`src/rtl/csr2_arb_pkg.sv`:
```
// Shared constants, FSM state type and bank-image helper for the CSR bank arbiter.
package csr2_arb_pkg;

  localparam int WORD_W     = 32;
  localparam int NUM_REGS   = 4;
  localparam int IDX_W      = $clog2(NUM_REGS);
  localparam int CSR_ADDR_W = 4;
  localparam int BANK_W     = NUM_REGS * WORD_W;

  typedef enum logic [1:0] {
    IDLE  = 2'd0,
    ISSUE = 2'd1,
    WAIT0 = 2'd2,
    WAIT1 = 2'd3
  } state_t;

  // Returns the bank image with one word replaced (read-modify-write of the shadow).
  function automatic logic [BANK_W-1:0] put_word(input logic [BANK_W-1:0] image,
                                                 input logic [IDX_W-1:0]  idx,
                                                 input logic [WORD_W-1:0] word);
    logic [BANK_W-1:0] res;
    res = image;
    res[idx*WORD_W +: WORD_W] = word;
    return res;
  endfunction

endpackage

```
`src/rtl/csr2_bank_arbiter_rr.sv`:
```
// Combinational round-robin picker: first requester strictly after ptr wins.
module rr_arbiter #(
  parameter int NUM_REQ = 2,
  parameter int PTR_W   = (NUM_REQ > 1) ? $clog2(NUM_REQ) : 1
) (
  input  logic [NUM_REQ-1:0] req,
  input  logic [PTR_W-1:0]   ptr,
  input  logic               en,
  output logic [NUM_REQ-1:0] gnt,
  output logic [PTR_W-1:0]   gnt_idx
);

  logic found;
  int   cand;

  always_comb begin
    gnt     = '0;
    gnt_idx = '0;
    found   = 1'b0;
    cand    = 0;
    for (int k = 1; k <= NUM_REQ; k++) begin
      cand = int'(ptr) + k;
      if (cand >= NUM_REQ) cand = cand - NUM_REQ;
      if (en && !found && req[cand]) begin
        found     = 1'b1;
        gnt[cand] = 1'b1;
        gnt_idx   = PTR_W'(cand);
      end
    end
  end

endmodule

```
`src/rtl/csr2_bank_arbiter.sv`:
```
// Shares the 4x32 CSR bank between NUM_REQ word-wide requesters; one transaction
// in flight, fixed 4-cycle accept-to-response latency, writes via a shadow image.
module csr2_bank_arbiter
  import csr2_arb_pkg::*;
#(
  parameter int NUM_REQ = 2
) (
  input  logic                      clk,
  input  logic                      rst_n,
  input  logic [NUM_REQ-1:0]        req_valid,
  output logic [NUM_REQ-1:0]        req_ready,
  input  logic [NUM_REQ-1:0]        req_write,
  input  logic [NUM_REQ*IDX_W-1:0]  req_addr,
  input  logic [NUM_REQ*WORD_W-1:0] req_wdata,
  output logic [NUM_REQ-1:0]        rsp_valid,
  output logic [WORD_W-1:0]         rsp_rdata,
  output logic                      csr2_we,
  output logic [BANK_W-1:0]         csr2_wdata,
  input  logic [BANK_W-1:0]         csr2_rdata,
  output logic [CSR_ADDR_W-1:0]     csr2_addr
);

  localparam int PTR_W = (NUM_REQ > 1) ? $clog2(NUM_REQ) : 1;

  state_t             state;
  logic [PTR_W-1:0]   rr_ptr;
  logic [PTR_W-1:0]   gnt_idx;
  logic [PTR_W-1:0]   win_idx;
  logic [NUM_REQ-1:0] gnt;
  logic               arb_en;
  logic               accept;
  logic               win_write;
  logic [IDX_W-1:0]   win_addr;
  logic [IDX_W-1:0]   sel_addr;
  logic [WORD_W-1:0]  sel_wdata;
  logic [BANK_W-1:0]  shadow;

  assign arb_en = rst_n && (state == IDLE);

  rr_arbiter #(.NUM_REQ(NUM_REQ), .PTR_W(PTR_W)) u_rr (
    .req     (req_valid),
    .ptr     (rr_ptr),
    .en      (arb_en),
    .gnt     (gnt),
    .gnt_idx (gnt_idx)
  );

  assign req_ready = gnt;
  assign accept    = |gnt;
  assign sel_addr  = req_addr[gnt_idx*IDX_W +: IDX_W];
  assign sel_wdata = req_wdata[gnt_idx*WORD_W +: WORD_W];

  always_ff @(posedge clk or negedge rst_n) begin
    if (!rst_n) begin
      state      <= IDLE;
      rr_ptr     <= PTR_W'(NUM_REQ - 1);
      win_idx    <= '0;
      win_write  <= 1'b0;
      win_addr   <= '0;
      shadow     <= '0;
      csr2_we    <= 1'b0;
      csr2_wdata <= '0;
      csr2_addr  <= '0;
      rsp_valid  <= '0;
      rsp_rdata  <= '0;
    end else begin
      csr2_we   <= 1'b0;
      rsp_valid <= '0;
      case (state)
        IDLE: begin
          if (accept) begin
            win_idx   <= gnt_idx;
            win_write <= req_write[gnt_idx];
            win_addr  <= sel_addr;
            rr_ptr    <= gnt_idx;
            csr2_addr <= {{(CSR_ADDR_W-IDX_W){1'b0}}, sel_addr};
            if (req_write[gnt_idx]) begin
              csr2_we    <= 1'b1;
              csr2_wdata <= put_word(shadow, sel_addr, sel_wdata);
            end
            state <= ISSUE;
          end
        end
        ISSUE: begin
          if (win_write) shadow <= csr2_wdata;
          state <= WAIT0;
        end
        WAIT0: state <= WAIT1;
        WAIT1: begin
          // Bank readback is registered, so it reflects the write only now.
          rsp_rdata          <= csr2_rdata[win_addr*WORD_W +: WORD_W];
          rsp_valid[win_idx] <= 1'b1;
          state              <= IDLE;
        end
        default: state <= IDLE;
      endcase
    end
  end

endmodule
```
`config.mk`:
```
export PLATFORM = sky130hd
export DESIGN_NAME = csr2_bank_arbiter
export DESIGN_NICKNAME = d
export VERILOG_FILES = /design/src/rtl/csr2_arb_pkg.sv /design/src/rtl/csr2_bank_arbiter_rr.sv /design/src/rtl/csr2_bank_arbiter.sv
export SDC_FILE = /design/constraint.sdc
export NUM_CORES = 1
export LEC_CHECK = 0
export ABC_AREA = 0
export CAP_MARGIN = 20
export CORE_MARGIN = 2
export CORE_UTILIZATION = 35
export DETAILED_ROUTE_END_ITERATION = 8
export PLACE_DENSITY = 0.66
export REMOVE_ABC_BUFFERS = 1
export SKIP_LAST_GASP = 1
export SLEW_MARGIN = 0
export SYNTH_ARGS = -nofsm -noshare
export SYNTH_HDL_FRONTEND = slang
export SYNTH_HIERARCHICAL = 1
export SYNTH_SLANG_ARGS = --single-unit
```
`constraint.sdc`:
```
create_clock -name clk -period 4.1 [get_ports clk]
set_clock_uncertainty 0.2 [all_clocks]
set_input_delay 1.025 -clock clk [delete_from_list [all_inputs] [get_ports clk]]
set_output_delay 1.025 -clock clk [all_outputs]
set_load 0.01 [all_outputs]
```
==> impl_metrics.env, run 1 <==
export IMPL_worstPathMaxFanout=4
export IMPL_synth_compound_area_share=0.0905
export IMPL_hold_viol_final=0
export IMPL_holdBufCountCts=0
export IMPL_cts_tree="built"
export IMPL_synth_top_family_by_area="multiplexers"
export IMPL_max_cap_violations=0
export IMPL_cts_resized=0
export IMPL_required_ns=2.87
export IMPL_synth_common_cells="mux2_2 (314), dfrtp_1 (297), a32o_1 (96)"
export IMPL_initial_utilization=0.353
export IMPL_total_power_mw=9.77
export IMPL_io_pins=371
export IMPL_worstMarginPinSlew_ns=0.842
export IMPL_htree_num_levels=2
export IMPL_overflow=0
export IMPL_cts_path_max_buffers=3
export IMPL_die_h_um=206
export IMPL_port_buffers=368
export IMPL_core_area_sq_mm=0.0406
export IMPL_synth_mux_area_frac=0.329
export IMPL_hp_class="reg2reg"
export IMPL_drive_above_1_share=0.334
export IMPL_antenna_found_initial=2
export IMPL_ys_top_cells_by_area="dfrtp_1 (52%), mux2_2 (25%), a32o_1 (6.7%)"
export IMPL_synth_edf_count=0
export IMPL_area_growth_pct=38.8
export IMPL_status="finished clean"
export IMPL_cts_made_buffers=35
export IMPL_yosysMostFrequentCell="mux2_2"
export IMPL_rsz0062_at_grt="false"
export IMPL_grt_usage=0.201
export IMPL_cts_setup_buffers=0
export IMPL_worst_ir_drop_vdd_mv=0.335
export IMPL_critical_path_class="reg2out"
export IMPL_synth_cell_area_sq_mm=0.0143
export IMPL_synth_simple_area_share=0.00779
export IMPL_hold_depth=1
export IMPL_routedWlPerCell_um=23.1
export IMPL_die_area_sq_mm=0.0425
export IMPL_dpl_worst_slack_ns=0.115
export IMPL_cts_sinks=298
export IMPL_power_density_mw_per_mm2=492
export IMPL_endpoint_kind="output pin"
export IMPL_setup_viol=0
export IMPL_vias=10029
export IMPL_ant_nets=0
export IMPL_dp_cells=1835
export IMPL_netlist_area_leader_share=0.520
export IMPL_async_flop_share=1.00
export IMPL_grt_pass1_wl_um=64100
export IMPL_route_detailed_drc=0
export IMPL_syn_mean_instance_area_sq_um=14.6
export IMPL_fmax_ghz=0.268
export IMPL_drv_slew=0
export IMPL_rows=74
export IMPL_wirelength_um=43800
export IMPL_cts_root_buf="clkbuf_16"
export IMPL_critPathLaunchType="flip-flop"
export IMPL_synthAdderAreaFrac=0.00875
export IMPL_crit_arrival_ns=2.50
export IMPL_dieWidth_um=206
export IMPL_grt_pass1_vias=10433
export IMPL_fin_ws_ns=0.373
export IMPL_hpwl_um=30700
export IMPL_synth_warnings=6
export IMPL_finalWeightedCongestion=0.807
export IMPL_viasPerCell=5.29
export IMPL_final_util=0.489
export IMPL_yosys_cell_types_count=34
export IMPL_nNetsFinal=1552
export IMPL_synth_xor_area_frac=0
export IMPL_yosys_area_top_type="dfrtp_1"
export IMPL_clkTransAtPathRegs_ns=0.05
export IMPL_fin_cells=1895
export IMPL_synth_ff_type="dfrtp_1"
export IMPL_r2r_cells=12
export IMPL_insertion_delay_ns=0.54
export IMPL_drtIter0Drc=568
export IMPL_ys_seq_area_frac=0.521
export IMPL_dr_pass1_iters=7
export IMPL_min_period_ns=3.73
export IMPL_ys_ff_latch=298
export IMPL_slew_limit_headroom=0.439
export IMPL_grt_max_degree=146
export IMPL_post_route_period_util=0.909
export IMPL_static_leakage_power_nw=8.62
export IMPL_synthCells=983
[layout make-up]
type | instances | area, sq um
Clock inverter | 8 | 55.1
Fill cell | 3566 | 20700
Antenna cell | 1 | 2.50
Multi-Input combinational cell | 556 | 6320
Inverter | 40 | 151
Sequential cell | 298 | 7460
Clock buffer | 51 | 1040
Timing Repair Buffer | 409 | 4160
Tap cell | 532 | 666
[sequential cells by signal, indices dropped and copies added, names as in the netlist]
register,cells
csr2_we,1
shadow,128
win_addr,2
rsp_valid,2
rr_ptr,1
rsp_rdata,32
win_write,1
win_idx,1
csr2_wdata,128
state,2
[power by group]
part	leakage (nW)	total (mW)	switching, mW	internal (mW)
combinational	4.00	3.14	1.40	1.73
sequential	4.07	3.68	0.282	3.40
clock	0.544	2.96	1.20	1.75
[per-layer routing]
metal,up-vias,wire (um),GRT usage
met5,-,0,0
met4,0,1200,0.0686
met3,57,3220,0.0508
met2,298,21900,0.348
met1,5203,17500,0.244
li1,4471,-,-
[worst max-delay path, cell delays in order (launching register included)]
cell and delay, ns:
dfrtp_1 0.40, inv_1 0.13, ha_1 0.24, and2_1 0.21, nand2_1 0.12, a21oi_1 0.28, clkdlybuf4s50_1 0.60
[through the flow]
stage | area (sq um) | TNS [ns] | hold WS [ns]
after floorplan | 13900 | -1075.87 | 0.217
after global placement | 18800 | 0 | 0.240
after detailed placement | 18800 | 0 | 0.242
after CTS | 19800 | 0 | 0.250
after global routing | 19800 | 0 | 0.282
final | 19800 | 0 | 0.247
[layout by cell type (no fill, tap or decap), types with 9 or more instances in the layout]
master / synthesis / final
o32ai_1: 32 / 32
a32o_1: 96 / 96
ha_1: 10 / 9
dfrtp_1: 297 / 296
inv_1: 39 / 36
mux4_2: 32 / 32
mux2i_1: 34 / 34
clkdlybuf4s50_1: 0 / 367
buf_4: 5 / 28
buf_12: 0 / 13
mux2_2: 314 / 314
clkbuf_16: 0 / 36
[final timing paths]
path / from / to / slack (ns)
max: state[0] / req_ready[1] / 0.37
min: win_idx / rsp_valid[0] / 0.25
max reg2reg: state[0] / csr2_wdata[33] / 0.65
min reg2reg: win_idx / rsp_valid[0] / 0.25
max in group asynchronous: rst_n / win_addr[0] / 1.89
min in group asynchronous: rst_n / shadow[41] / 0.44
[logic make-up after synthesis]
logic type      Yosys count
mux                     388
flops                   298
compound gates          137
buf+inv                 130
simple gates             19
fa+ha+maj                10
other cells               1
Power figures use the tool's default switching activity.
==> inputs of run 2 (changes only) <==
--- a/config.mk
+++ b/config.mk
@@ -10,10 +10,11 @@
 export CORE_MARGIN = 2
 export CORE_UTILIZATION = 35
 export DETAILED_ROUTE_END_ITERATION = 8
-export PLACE_DENSITY = 0.66
+export DONT_BUFFER_PORTS = 1
+export PLACE_DENSITY = 0.53
 export REMOVE_ABC_BUFFERS = 1
 export SKIP_LAST_GASP = 1
-export SLEW_MARGIN = 0
+export SLEW_MARGIN = 15
 export SYNTH_ARGS = -nofsm -noshare
 export SYNTH_HDL_FRONTEND = slang
 export SYNTH_HIERARCHICAL = 1
==> impl_metrics.env, run 2 (synthesis results as in run 1) <==
export IMPL_port_buffers=0
export IMPL_post_route_period_util=0.915
export IMPL_static_leakage_power_nw=7.14
export IMPL_drtIter0Drc=526
export IMPL_endpoint_kind="flip-flop"
export IMPL_clkTransAtPathRegs_ns=0.05
export IMPL_layout_commonest_cell="mux2_2"
export IMPL_min_period_ns=3.75
export IMPL_fin_tns_setup_ns=0
export IMPL_cp_common_cell="buf_4"
export IMPL_io_pins=371
export IMPL_crit_path_max_incr_delay_ns=0.74
export IMPL_cts_made_buffers=36
export IMPL_drv_slew=0
export IMPL_final_cell_mix="mux2_2 (314), dfrtp_1 (296), a32o_1 (96), inv_1 (36), clkbuf_16 (36)"
export IMPL_fmax_ghz=0.266
export IMPL_dpl_worst_slack_ns=-0.0571
export IMPL_rrSetupSlack_ns=0.37
export IMPL_critical_path_class="in2reg"
export IMPL_p_clk_frac=0.334
export IMPL_die_area_sq_mm=0.0425
export IMPL_slew_limit_headroom=0.401
export IMPL_cp_top_family="simple AND/OR/NAND/NOR gates"
export IMPL_ant_nets=0
export IMPL_fin_cells=1523
export IMPL_p_int_mw=6.23
export IMPL_r2r_start="state[0]"
export IMPL_rsz0062_at_grt="false"
export IMPL_dieWidth_um=206
export IMPL_antenna_found_initial=8
export IMPL_cts_tree="built"
export IMPL_finalWeightedCongestion=0.708
export IMPL_core_area_sq_mm=0.0406
export IMPL_path_buf_inv=2
export IMPL_crit_slowest_cell="nor4bb_4"
export IMPL_area_growth_pct=11.7
export IMPL_placed_cell_area_sq_mm=0.0149
export IMPL_vias=8515
export IMPL_required_ns=4.37
export IMPL_route_detailed_drc=0
export IMPL_grt_pass1_vias=8910
export IMPL_fin_area_sq_mm=0.0160
export IMPL_max_cap_violations=0
export IMPL_hpwl_um=26300
export IMPL_nNetsFinal=1173
export IMPL_initial_utilization=0.353
export IMPL_reg2reg_to="csr2_wdata[90]"
export IMPL_crit_path_cell_trace="and2_1 -> nand2_1 -> a21oi_4 -> mux2i_1 -> buf_4 -> ha_2 -> nor4bb_4 -> buf_4 -> a32o_1 -> mux2_2"
export IMPL_largest_registers="csr2_wdata (128), shadow (128), rsp_rdata (32)"
export IMPL_status="finished with violations"
export IMPL_htree_num_levels=2
export IMPL_holdWs_ns=-0.0210
export IMPL_worstMarginPinSlew_ns=0.898
export IMPL_cts_path_max_buffers=3
export IMPL_crit_arrival_ns=4.03
export IMPL_rows=74
export IMPL_drive_above_1_share=0.445
export IMPL_grt_pass1_wl_um=58600
export IMPL_die_h_um=206
export IMPL_setup_viol=0
export IMPL_switchingPower_mw=2.70
export IMPL_p_sw_frac=0.303
export IMPL_viasPerCell=5.59
export IMPL_violations="negative hold slack"
export IMPL_cts_root_buf="clkbuf_16"
export IMPL_r2r_cells=12
export IMPL_p_seq_frac=0.441
export IMPL_grt_usage=0.187
export IMPL_insertion_delay_ns=0.53
export IMPL_overflow=0
export IMPL_hp_class="in2async"
export IMPL_cts_setup_buffers=0
export IMPL_fin_ws_ns=0.347
export IMPL_power_density_mw_per_mm2=559
export IMPL_critPathLaunch="rst_n"
export IMPL_grt_max_degree=300
export IMPL_dp_cells=1453
export IMPL_routedWlPerCell_um=26.7
export IMPL_worst_ir_drop_vdd_mv=0.333
export IMPL_pwr_share_comb=0.225
export IMPL_dr_pass1_iters=5
export IMPL_wirelength_um=40700
export IMPL_cts_resized=0
export IMPL_worstPathMaxFanout=299
export IMPL_hold_viol_final=8
export IMPL_cts_sinks=298
export IMPL_final_util=0.394
export IMPL_critPathLaunchType="input pin"
run 2: changes by cell type in the layout (fill, tap and decap cells not counted), sizes merged:
cell / previous run / this run
clkinvlp: 0 / 1
bufinv: 0 / 1
diode: 1 / 7
clkbuf: 51 / 55
clkdlybuf4s50: 367 / 0
inv: 37 / 41
buf: 42 / 29
clkinv: 11 / 3
run 2: final cells by class:
class                   count  area [sq um]
clock inverters             6          72.6
multi-input cells         556          6320
repair buffers             29           297
well taps                 532           666
diodes                      7          17.5
clock buffers              55          1000
inverters                  40           153
fillers                  3809         24600
flip-flops and latches    298          7460
run 2: power groups by stage:
stage	registers [mW]	clock network, mW	logic, mW
finish	3.94	2.98	2.01
global route	4.01	3.22	2.17
CTS	4.00	3.10	1.98
detailed placement	4.05	0	1.97
global placement	4.04	0	1.95
floorplan	3.89	0	1.54
run 2: worst max-delay path by stage:
| stage | end | slack (ns) | cells past startpoint |
|---|---|---|---|
| global placement | csr2_wdata[88] | -0.003 | 10 |
| finish | csr2_wdata[90] | 0.35 | 10 |
| CTS | csr2_wdata[91] | 0.32 | 12 |
| detailed placement | csr2_wdata[91] | -0.06 | 10 |
| global route | csr2_wdata[87] | 0.09 | 11 |
| floorplan | csr2_wdata[0] | -8.18 | 6 |
run 2: stage by stage:
stage	hold WS, ns	power [mW]
floorplan	0.217	5.43
global placement	0.245	5.99
detailed placement	0.250	6.02
CTS	-0.0539	9.08
global route	-0.0517	9.40
finish	-0.0210	8.93
run 2: routing by layer:
| layer | part of all wire | GRT usage |
|---|---|---|
| met4 | 0.027 | 0.0691 |
| met5 | 0.00022 | 0 |
| met3 | 0.097 | 0.0651 |
| met1 | 0.39 | 0.219 |
| met2 | 0.49 | 0.314 |
